File: src/rtl/fu_wb_arbiter_pkg.sv
// Shared types for the execute-stage writeback collector.
// Entry layout and widths used by buffers, selector and ports.
package fu_wb_arbiter_pkg;

    localparam int unsigned XLEN = 32;
    localparam int unsigned TRANS_ID_BITS = 3;

    typedef logic [XLEN-1:0] xlen_t;

    typedef struct packed {
        xlen_t cause;
        xlen_t tval;
        logic  valid;
    } exception_t;

    typedef struct packed {
        xlen_t                     result;
        logic [TRANS_ID_BITS-1:0] trans_id;
        exception_t                ex;
    } wb_entry_t;

    function automatic int unsigned idx_width(int unsigned n);
        return (n > 1) ? $clog2(n) : 1;
    endfunction

endpackage

File: src/rtl/fu_wb_arbiter_if.sv
// Source-side handshake and writeback bus of the collector.
// master = FUs plus scoreboard, slave = the arbiter.
interface fu_wb_arbiter_if
    import fu_wb_arbiter_pkg::*;
#(
    parameter int unsigned NrSrc     = 4,
    parameter int unsigned NrWbPorts = 2
);

    logic [NrSrc-1:0]                         src_valid_i;
    logic [NrSrc-1:0]                         src_ready_o;
    logic [NrSrc-1:0][XLEN-1:0]               src_result_i;
    logic [NrSrc-1:0][TRANS_ID_BITS-1:0]      src_trans_id_i;
    exception_t [NrSrc-1:0]                   src_exception_i;

    logic [NrWbPorts-1:0]                     wb_valid_o;
    logic [NrWbPorts-1:0][XLEN-1:0]           wb_result_o;
    logic [NrWbPorts-1:0][TRANS_ID_BITS-1:0]  wb_trans_id_o;
    exception_t [NrWbPorts-1:0]               wb_exception_o;

    modport master (
        output src_valid_i,
        output src_result_i,
        output src_trans_id_i,
        output src_exception_i,
        input  src_ready_o,
        input  wb_valid_o,
        input  wb_result_o,
        input  wb_trans_id_o,
        input  wb_exception_o
    );

    modport slave (
        input  src_valid_i,
        input  src_result_i,
        input  src_trans_id_i,
        input  src_exception_i,
        output src_ready_o,
        output wb_valid_o,
        output wb_result_o,
        output wb_trans_id_o,
        output wb_exception_o
    );

endinterface

File: src/rtl/fu_wb_arbiter_rr_select.sv
// Round-robin selector: first NrWbPorts non-empty sources from rr.
// Purely combinational; the i-th hit in scan order goes to port i.
module fu_wb_rr_select
    import fu_wb_arbiter_pkg::*;
#(
    parameter int unsigned NrSrc     = 4,
    parameter int unsigned NrWbPorts = 2,
    localparam int unsigned IdxW     = idx_width(NrSrc)
) (
    input  logic [NrSrc-1:0]                nonempty,
    input  logic [IdxW-1:0]                 rr,
    output logic [NrWbPorts-1:0][IdxW-1:0]  gnt_idx,
    output logic [NrWbPorts-1:0]            gnt_valid,
    output logic [IdxW-1:0]                 rr_next
);

    always_comb begin
        int unsigned n;
        int unsigned k;
        logic [IdxW-1:0] ki;
        gnt_idx   = '0;
        gnt_valid = '0;
        rr_next   = rr;
        n         = 0;
        k         = 0;
        ki        = '0;
        for (int unsigned j = 0; j < NrSrc; j++) begin
            k = 32'(rr) + j;
            if (k >= NrSrc) k = k - NrSrc;
            ki = IdxW'(k);
            if (nonempty[ki] && (n < NrWbPorts)) begin
                for (int unsigned p = 0; p < NrWbPorts; p++) begin
                    if (p == n) begin
                        gnt_valid[p] = 1'b1;
                        gnt_idx[p]   = ki;
                    end
                end
                // pointer lands just past the last source granted
                rr_next = (k + 1 == NrSrc) ? '0 : IdxW'(k + 1);
                n = n + 1;
            end
        end
    end

endmodule

File: src/rtl/fu_wb_arbiter.sv
// Writeback collector: per-FU result FIFOs drained round-robin
// onto NrWbPorts scoreboard ports, one result per source per cycle.
module fu_wb_arbiter
    import fu_wb_arbiter_pkg::*;
#(
    parameter int unsigned NrSrc     = 4,
    parameter int unsigned NrWbPorts = 2,
    parameter int unsigned Depth     = 2
) (
    input  logic            clk_i,
    input  logic            rst_ni,
    input  logic            flush_i,
    fu_wb_arbiter_if.slave  bus,
    output logic            idle_o
);

    localparam int unsigned IdxW = idx_width(NrSrc);
    localparam int unsigned PtrW = idx_width(Depth);
    localparam int unsigned CntW = $clog2(Depth + 1);

    typedef logic [PtrW-1:0] ptr_t;
    typedef logic [CntW-1:0] cnt_t;

    logic [NrSrc-1:0]                nonempty;
    wb_entry_t [NrSrc-1:0]           heads;
    logic [IdxW-1:0]                 rr_q;
    logic [IdxW-1:0]                 rr_next;
    logic [NrWbPorts-1:0][IdxW-1:0]  gnt_idx;
    logic [NrWbPorts-1:0]            gnt_valid;

    fu_wb_rr_select #(
        .NrSrc     (NrSrc),
        .NrWbPorts (NrWbPorts)
    ) u_select (
        .nonempty  (nonempty),
        .rr        (rr_q),
        .gnt_idx   (gnt_idx),
        .gnt_valid (gnt_valid),
        .rr_next   (rr_next)
    );

    for (genvar k = 0; k < NrSrc; k++) begin : g_src
        wb_entry_t mem_q [Depth];
        ptr_t      rd_q;
        ptr_t      wr_q;
        cnt_t      cnt_q;
        ptr_t      rd_nxt;
        ptr_t      wr_nxt;
        wb_entry_t din;
        logic      ready;
        logic      push;
        logic      pop;

        assign ready = (cnt_q < cnt_t'(Depth));
        assign push  = bus.src_valid_i[k] & ready;

        always_comb begin
            pop = 1'b0;
            for (int unsigned p = 0; p < NrWbPorts; p++) begin
                if (gnt_valid[p] && (gnt_idx[p] == IdxW'(k))) pop = 1'b1;
            end
        end

        assign din.result   = bus.src_result_i[k];
        assign din.trans_id = bus.src_trans_id_i[k];
        assign din.ex       = bus.src_exception_i[k];

        // wrap explicitly so a non-power-of-two Depth works
        assign rd_nxt = (rd_q == ptr_t'(Depth - 1)) ? '0 : rd_q + 1'b1;
        assign wr_nxt = (wr_q == ptr_t'(Depth - 1)) ? '0 : wr_q + 1'b1;

        always_ff @(posedge clk_i or negedge rst_ni) begin
            if (!rst_ni) begin
                rd_q  <= '0;
                wr_q  <= '0;
                cnt_q <= '0;
                for (int unsigned i = 0; i < Depth; i++) mem_q[i] <= '0;
            end else if (flush_i) begin
                rd_q  <= '0;
                wr_q  <= '0;
                cnt_q <= '0;
            end else begin
                if (push) begin
                    mem_q[wr_q] <= din;
                    wr_q        <= wr_nxt;
                end
                if (pop) rd_q <= rd_nxt;
                if (push && !pop) begin
                    cnt_q <= cnt_q + 1'b1;
                end else if (pop && !push) begin
                    cnt_q <= cnt_q - 1'b1;
                end
            end
        end

        assign nonempty[k]        = (cnt_q != '0);
        assign heads[k]           = mem_q[rd_q];
        assign bus.src_ready_o[k] = ready;
    end

    for (genvar p = 0; p < NrWbPorts; p++) begin : g_port
        wb_entry_t sel;

        assign sel = gnt_valid[p] ? heads[gnt_idx[p]] : '0;

        assign bus.wb_valid_o[p]     = gnt_valid[p];
        assign bus.wb_result_o[p]    = sel.result;
        assign bus.wb_trans_id_o[p]  = sel.trans_id;
        assign bus.wb_exception_o[p] = sel.ex;
    end

    // a flush keeps rr where it was; flush-cycle grants are void
    always_ff @(posedge clk_i or negedge rst_ni) begin
        if (!rst_ni) begin
            rr_q <= '0;
        end else if (!flush_i && (|gnt_valid)) begin
            rr_q <= rr_next;
        end
    end

    assign idle_o = ~|nonempty;

endmodule
File: src/flat_wrapper.sv
// flat-port wrapper written by rule: the top's interface ports become plain ports
module fu_wb_arbiter_flat import fu_wb_arbiter_pkg::*;
#(
    parameter int unsigned NrSrc     = 4,
    parameter int unsigned NrWbPorts = 2,
    parameter int unsigned Depth     = 2
)
  (clk_i, rst_ni, flush_i, idle_o, bus_src_valid_i, bus_src_result_i, bus_src_trans_id_i, bus_src_exception_i, bus_src_ready_o, bus_wb_valid_o, bus_wb_result_o, bus_wb_trans_id_o, bus_wb_exception_o);
  fu_wb_arbiter_if #(.NrSrc(NrSrc), .NrWbPorts(NrWbPorts)) bus_i ();
  input  logic clk_i;
  input  logic rst_ni;
  input  logic flush_i;
  output logic idle_o;
  input wire logic [$bits(bus_i.src_valid_i)-1:0] bus_src_valid_i;
  input wire logic [$bits(bus_i.src_result_i)-1:0] bus_src_result_i;
  input wire logic [$bits(bus_i.src_trans_id_i)-1:0] bus_src_trans_id_i;
  input wire logic [$bits(bus_i.src_exception_i)-1:0] bus_src_exception_i;
  output wire logic [$bits(bus_i.src_ready_o)-1:0] bus_src_ready_o;
  output wire logic [$bits(bus_i.wb_valid_o)-1:0] bus_wb_valid_o;
  output wire logic [$bits(bus_i.wb_result_o)-1:0] bus_wb_result_o;
  output wire logic [$bits(bus_i.wb_trans_id_o)-1:0] bus_wb_trans_id_o;
  output wire logic [$bits(bus_i.wb_exception_o)-1:0] bus_wb_exception_o;
  assign bus_i.src_valid_i = bus_src_valid_i;
  assign bus_i.src_result_i = bus_src_result_i;
  assign bus_i.src_trans_id_i = bus_src_trans_id_i;
  assign bus_i.src_exception_i = bus_src_exception_i;
  assign bus_src_ready_o = bus_i.src_ready_o;
  assign bus_wb_valid_o = bus_i.wb_valid_o;
  assign bus_wb_result_o = bus_i.wb_result_o;
  assign bus_wb_trans_id_o = bus_i.wb_trans_id_o;
  assign bus_wb_exception_o = bus_i.wb_exception_o;
  fu_wb_arbiter #(.NrSrc(NrSrc), .NrWbPorts(NrWbPorts), .Depth(Depth)) u_core (.clk_i(clk_i), .rst_ni(rst_ni), .flush_i(flush_i), .bus(bus_i), .idle_o(idle_o));
endmodule
File: config.mk
export PLATFORM = sky130hd
export DESIGN_NAME = fu_wb_arbiter_flat
export DESIGN_NICKNAME = d
export VERILOG_FILES = /design/src/rtl/fu_wb_arbiter_pkg.sv /design/src/rtl/fu_wb_arbiter_if.sv /design/src/rtl/fu_wb_arbiter_rr_select.sv /design/src/rtl/fu_wb_arbiter.sv /design/src/flat_wrapper.sv
export SDC_FILE = /design/constraint.sdc
export NUM_CORES = 1
export LEC_CHECK = 0
export BUFFER_PORTS_ARGS = -buffer_cell sky130_fd_sc_hd__buf_2
export CAP_MARGIN = 10
export CORE_MARGIN = 5
export CORE_UTILIZATION = 58
export CTS_CLUSTER_SIZE = 25
export DETAILED_ROUTE_END_ITERATION = 12
export MAX_ROUTING_LAYER = met4
export PLACE_DENSITY = 0.79
export REMOVE_ABC_BUFFERS = 1
export SYNTH_ARGS = -nofsm -noshare
export SYNTH_HDL_FRONTEND = slang
export SYNTH_HIERARCHICAL = 1
export SYNTH_SLANG_ARGS = --single-unit
File: constraint.sdc
create_clock -name clk_i -period 6.5 [get_ports clk_i]
set_input_delay 0.65 -clock clk_i [delete_from_list [all_inputs] [get_ports clk_i]]
set_output_delay 0.65 -clock clk_i [all_outputs]
set_load 0.005 [all_outputs]
==> flow_summary.yaml <==
global_routing:
  grt_start_max_net_pins: 166
  grt_pass1_vias: 31500
  track_usage: 0.338
  antenna_found_initial: 91
  overflow: 0
  grt_pass1_wl_um: 189000
clock_tree:
  numCtsBuffers: 87
  clock-root-buffer: "clkbuf_16"
  cts_tree: "yes"
  clock-sinks: 818
  clock_latency_ns: 0.63
  clkTransAtPathRegs_ns: 0.06
  htreeDepth: 3
  clockBufferDepth: 3
finish:
  layout.nets: 3985
  layout-drive-gt1-share: 0.462
  layout_common_cells: "dfrtp_1, mux2_2, buf_2"
  final_util: 0.682
  fill_cells: 5022
  final_common_cell: "dfrtp_1"
  area_growth_pct: 17.2
  stdcell_count: 4667
timing:
  fmax_mhz: 156
  slew_headroom: 0.203
  clock_skew_ns: 0.0208
  fin_crit_sh: 0.985
  tightest_slew_ns: 1.20
  slew_violations: 0
  fin_tns_setup_ns: 0
  timing.final.crit_period_ns: 6.40
  finalSetupViolations: 0
  finalHoldViolations: 0
  rsz0062_at_grt: "yes"
worst_setup_path:
  crit_chain: "or2_4, mux4_2, ha_1, or2_1, o22a_2, inv_2, fa_1, or4_1, o32ai_4, o21ai_1, mux2i_1, buf_4, buf_4, nand2_8, buf_12, o22ai_1, o21a_1, buf_2"
  crit_arrival_ns: 5.75
  path_max_fanout: 41
  crit_type: "register to output port"
  cpMostUsedCell: "buf_4"
  critPathSlowestCell: "or4_1"
  cp.required_ns: 5.85
  r2r_start: "u_core/g_src[0].cnt_q[1]$_DFFE_PN0P_"
  cp-start-kind: "register"
  critical_path.startpoint: "u_core/g_src[0].cnt_q[1]$_DFFE_PN0P_"
  cp_slowest_stage_delay_ns: 0.55
  critPathCaptureType: "output port"
yosys:
  synth_seq_cells: 818
  synth_ff_type: "dfrtp_1"
  async_flop_share: 1.00
  syn_area_um2: 40500
  yosysWarnings: 6
  yosys.area.top_type: "dfrtp_1"
  synth_top_area_frac: 0.505
  avgSynthCellArea_um2: 13.4
  synth_area_leaders: "dfrtp_1, mux2_2, mux2i_1"
  synth_edf_count: 0
  ys_types: 62
  synth-seq-area-share: 0.505
  syn_inst: 3020
placement:
  port-buffer-count: 613
  hpwl_um: 80400
  dp.cells: 4389
  gp_congestion: 0.927
route:
  avgViaCountPerCell: 6.45
  drt-total-wl_um: 131000
  num_vias: 30100
  wl_per_cell_um: 28.0
  firstDrtPassIters: 6
  ant_nets: 0
  drc: 0
  drt_iter0_markers: 2972
run_status:
  outcome: "finished clean"
die:
  io_pins: 614
  initial_core_util: 0.582
  die_x_um: 274
  core_area_um2: 69700
  die_area_um2: 75300
  die_height_um: 274
  fp-row-count: 97
hold_path:
  min-delay-path-class: "input port to async pin"
run:
  max_cap_viol_count: 0
final timing paths:
| kind | endpoint | slack [ns] | cells past startpoint |
|---|---|---|---|
| hold / removal | u_core/g_src[2].mem_q[57]$_DFFE_PN0P_ | 0.07 | 1 |
| min in group clk_i | u_core/g_src[3].mem_q[152]$_DFFE_PN0P_ | 0.26 | 2 |
| setup reg to reg | u_core/g_src[3].cnt_q[1]$_DFFE_PN0P_ | 1.25 | 16 |
| setup / recovery | bus_wb_exception_o[47] | 0.1 | 18 |
| max in group asynchronous | u_core/g_src[0].mem_q[74]$_DFFE_PN0P_ | 4.98 | 2 |
| hold reg to reg | u_core/g_src[3].mem_q[69]$_DFFE_PN0P_ | 0.49 | 1 |
routing by layer:
| layer | GRT usage | wire, um | vias to the layer above |
|---|---|---|---|
| li1 | - | - | 12600 |
| met1 | 0.408 | 49000 | 15300 |
| met2 | 0.531 | 62800 | 1797 |
| met3 | 0.0779 | 12200 | 432 |
| met4 | 0.186 | 6750 | 0 |
| met5 | - | 0 | - |
synthesized netlist by cell type (all sizes together) (2+ instances only):
| cell type | n |
|---|---|
| o22a | 31 |
| xor2 | 4 |
| mux4 | 3 |
| a21o | 4 |
| nor3b | 7 |
| mux2 | 806 |
| xnor2 | 12 |
| a211oi | 2 |
| a31oi | 5 |
| nor3 | 5 |
| nand3 | 5 |
| nand2b | 12 |
| ha | 8 |
| clkbuf | 44 |
| o21ai | 7 |
| buf | 205 |
| a21oi | 12 |
| o21a | 127 |
| o221ai | 73 |
| o22ai | 292 |
| or2 | 9 |
| o32ai | 2 |
| nand4 | 2 |
| dfrtp | 818 |
| or4 | 2 |
| nand3b | 5 |
| or3 | 2 |
| mux2i | 403 |
| nand2 | 57 |
| nor2 | 26 |
| inv | 12 |
| o31ai | 2 |
cell families after synthesis:
| logic type | synth area share |
|---|---|
| compound gates | 0.0985 |
| xor+xnor | 0.00346 |
| fa+ha+maj | 0.00296 |
| buf+inv | 0.0467 |
| flops | 0.505 |
| mux | 0.325 |
| simple gates | 0.0180 |
registers in the layout (all words and copies together), names as in the netlist:
| name | cells |
|---|---|
| u_core/g_src.cnt_q | 8 |
| u_core/g_src.mem_q | 800 |
| u_core/g_src.rd_q | 4 |
| u_core/g_src.wr_q | 4 |
| u_core/rr_q | 2 |
worst max-delay path, delay by kind of cell, from the launching register on:
kind                     cells  cell delay [ns]
adder cells (fa/ha/maj)      2             0.76
AO/OA/AOI/OAI                5             1.04
buffers and inverters        5             0.82
AND/OR/NAND/NOR              4             1.22
multiplexers                 2             0.75
flip-flops                   1             0.44
final cells by class:
class,count,area [um^2],area share
multi-input cells,1942,18400,0.387
repair buffers,708,4300,0.0905
well taps,940,1180,0.0248
inverters,12,45.0,0.000948
clock inverters,26,387,0.00814
diodes,92,230,0.00485
clock buffers,129,2510,0.0530
flip-flops and latches,818,20500,0.431
what timing repair did:
action,in CTS,in global routing
resized for setup,7,23
setup endpoints to repair,175,185
buffers inserted,7,14
hold buffers,0,0
gates cloned,2,8
endpoints found under the hold margin,0,0
pin swaps,0,2
metrics by stage:
stage	hold slack, ns	setup slack [ns]	area (um^2)
CTS	0.0730	0.0215	46800
global route	0.114	-0.0472	47500
global placement	0.468	0.561	43800
detailed placement	0.476	0.427	43800
floorplan	0.354	-2.59	38700
finish	0.0713	0.0994	47500
Power is not shown: default switching activity piles up to over one toggle a cycle in this logic, so the estimate is an artifact.
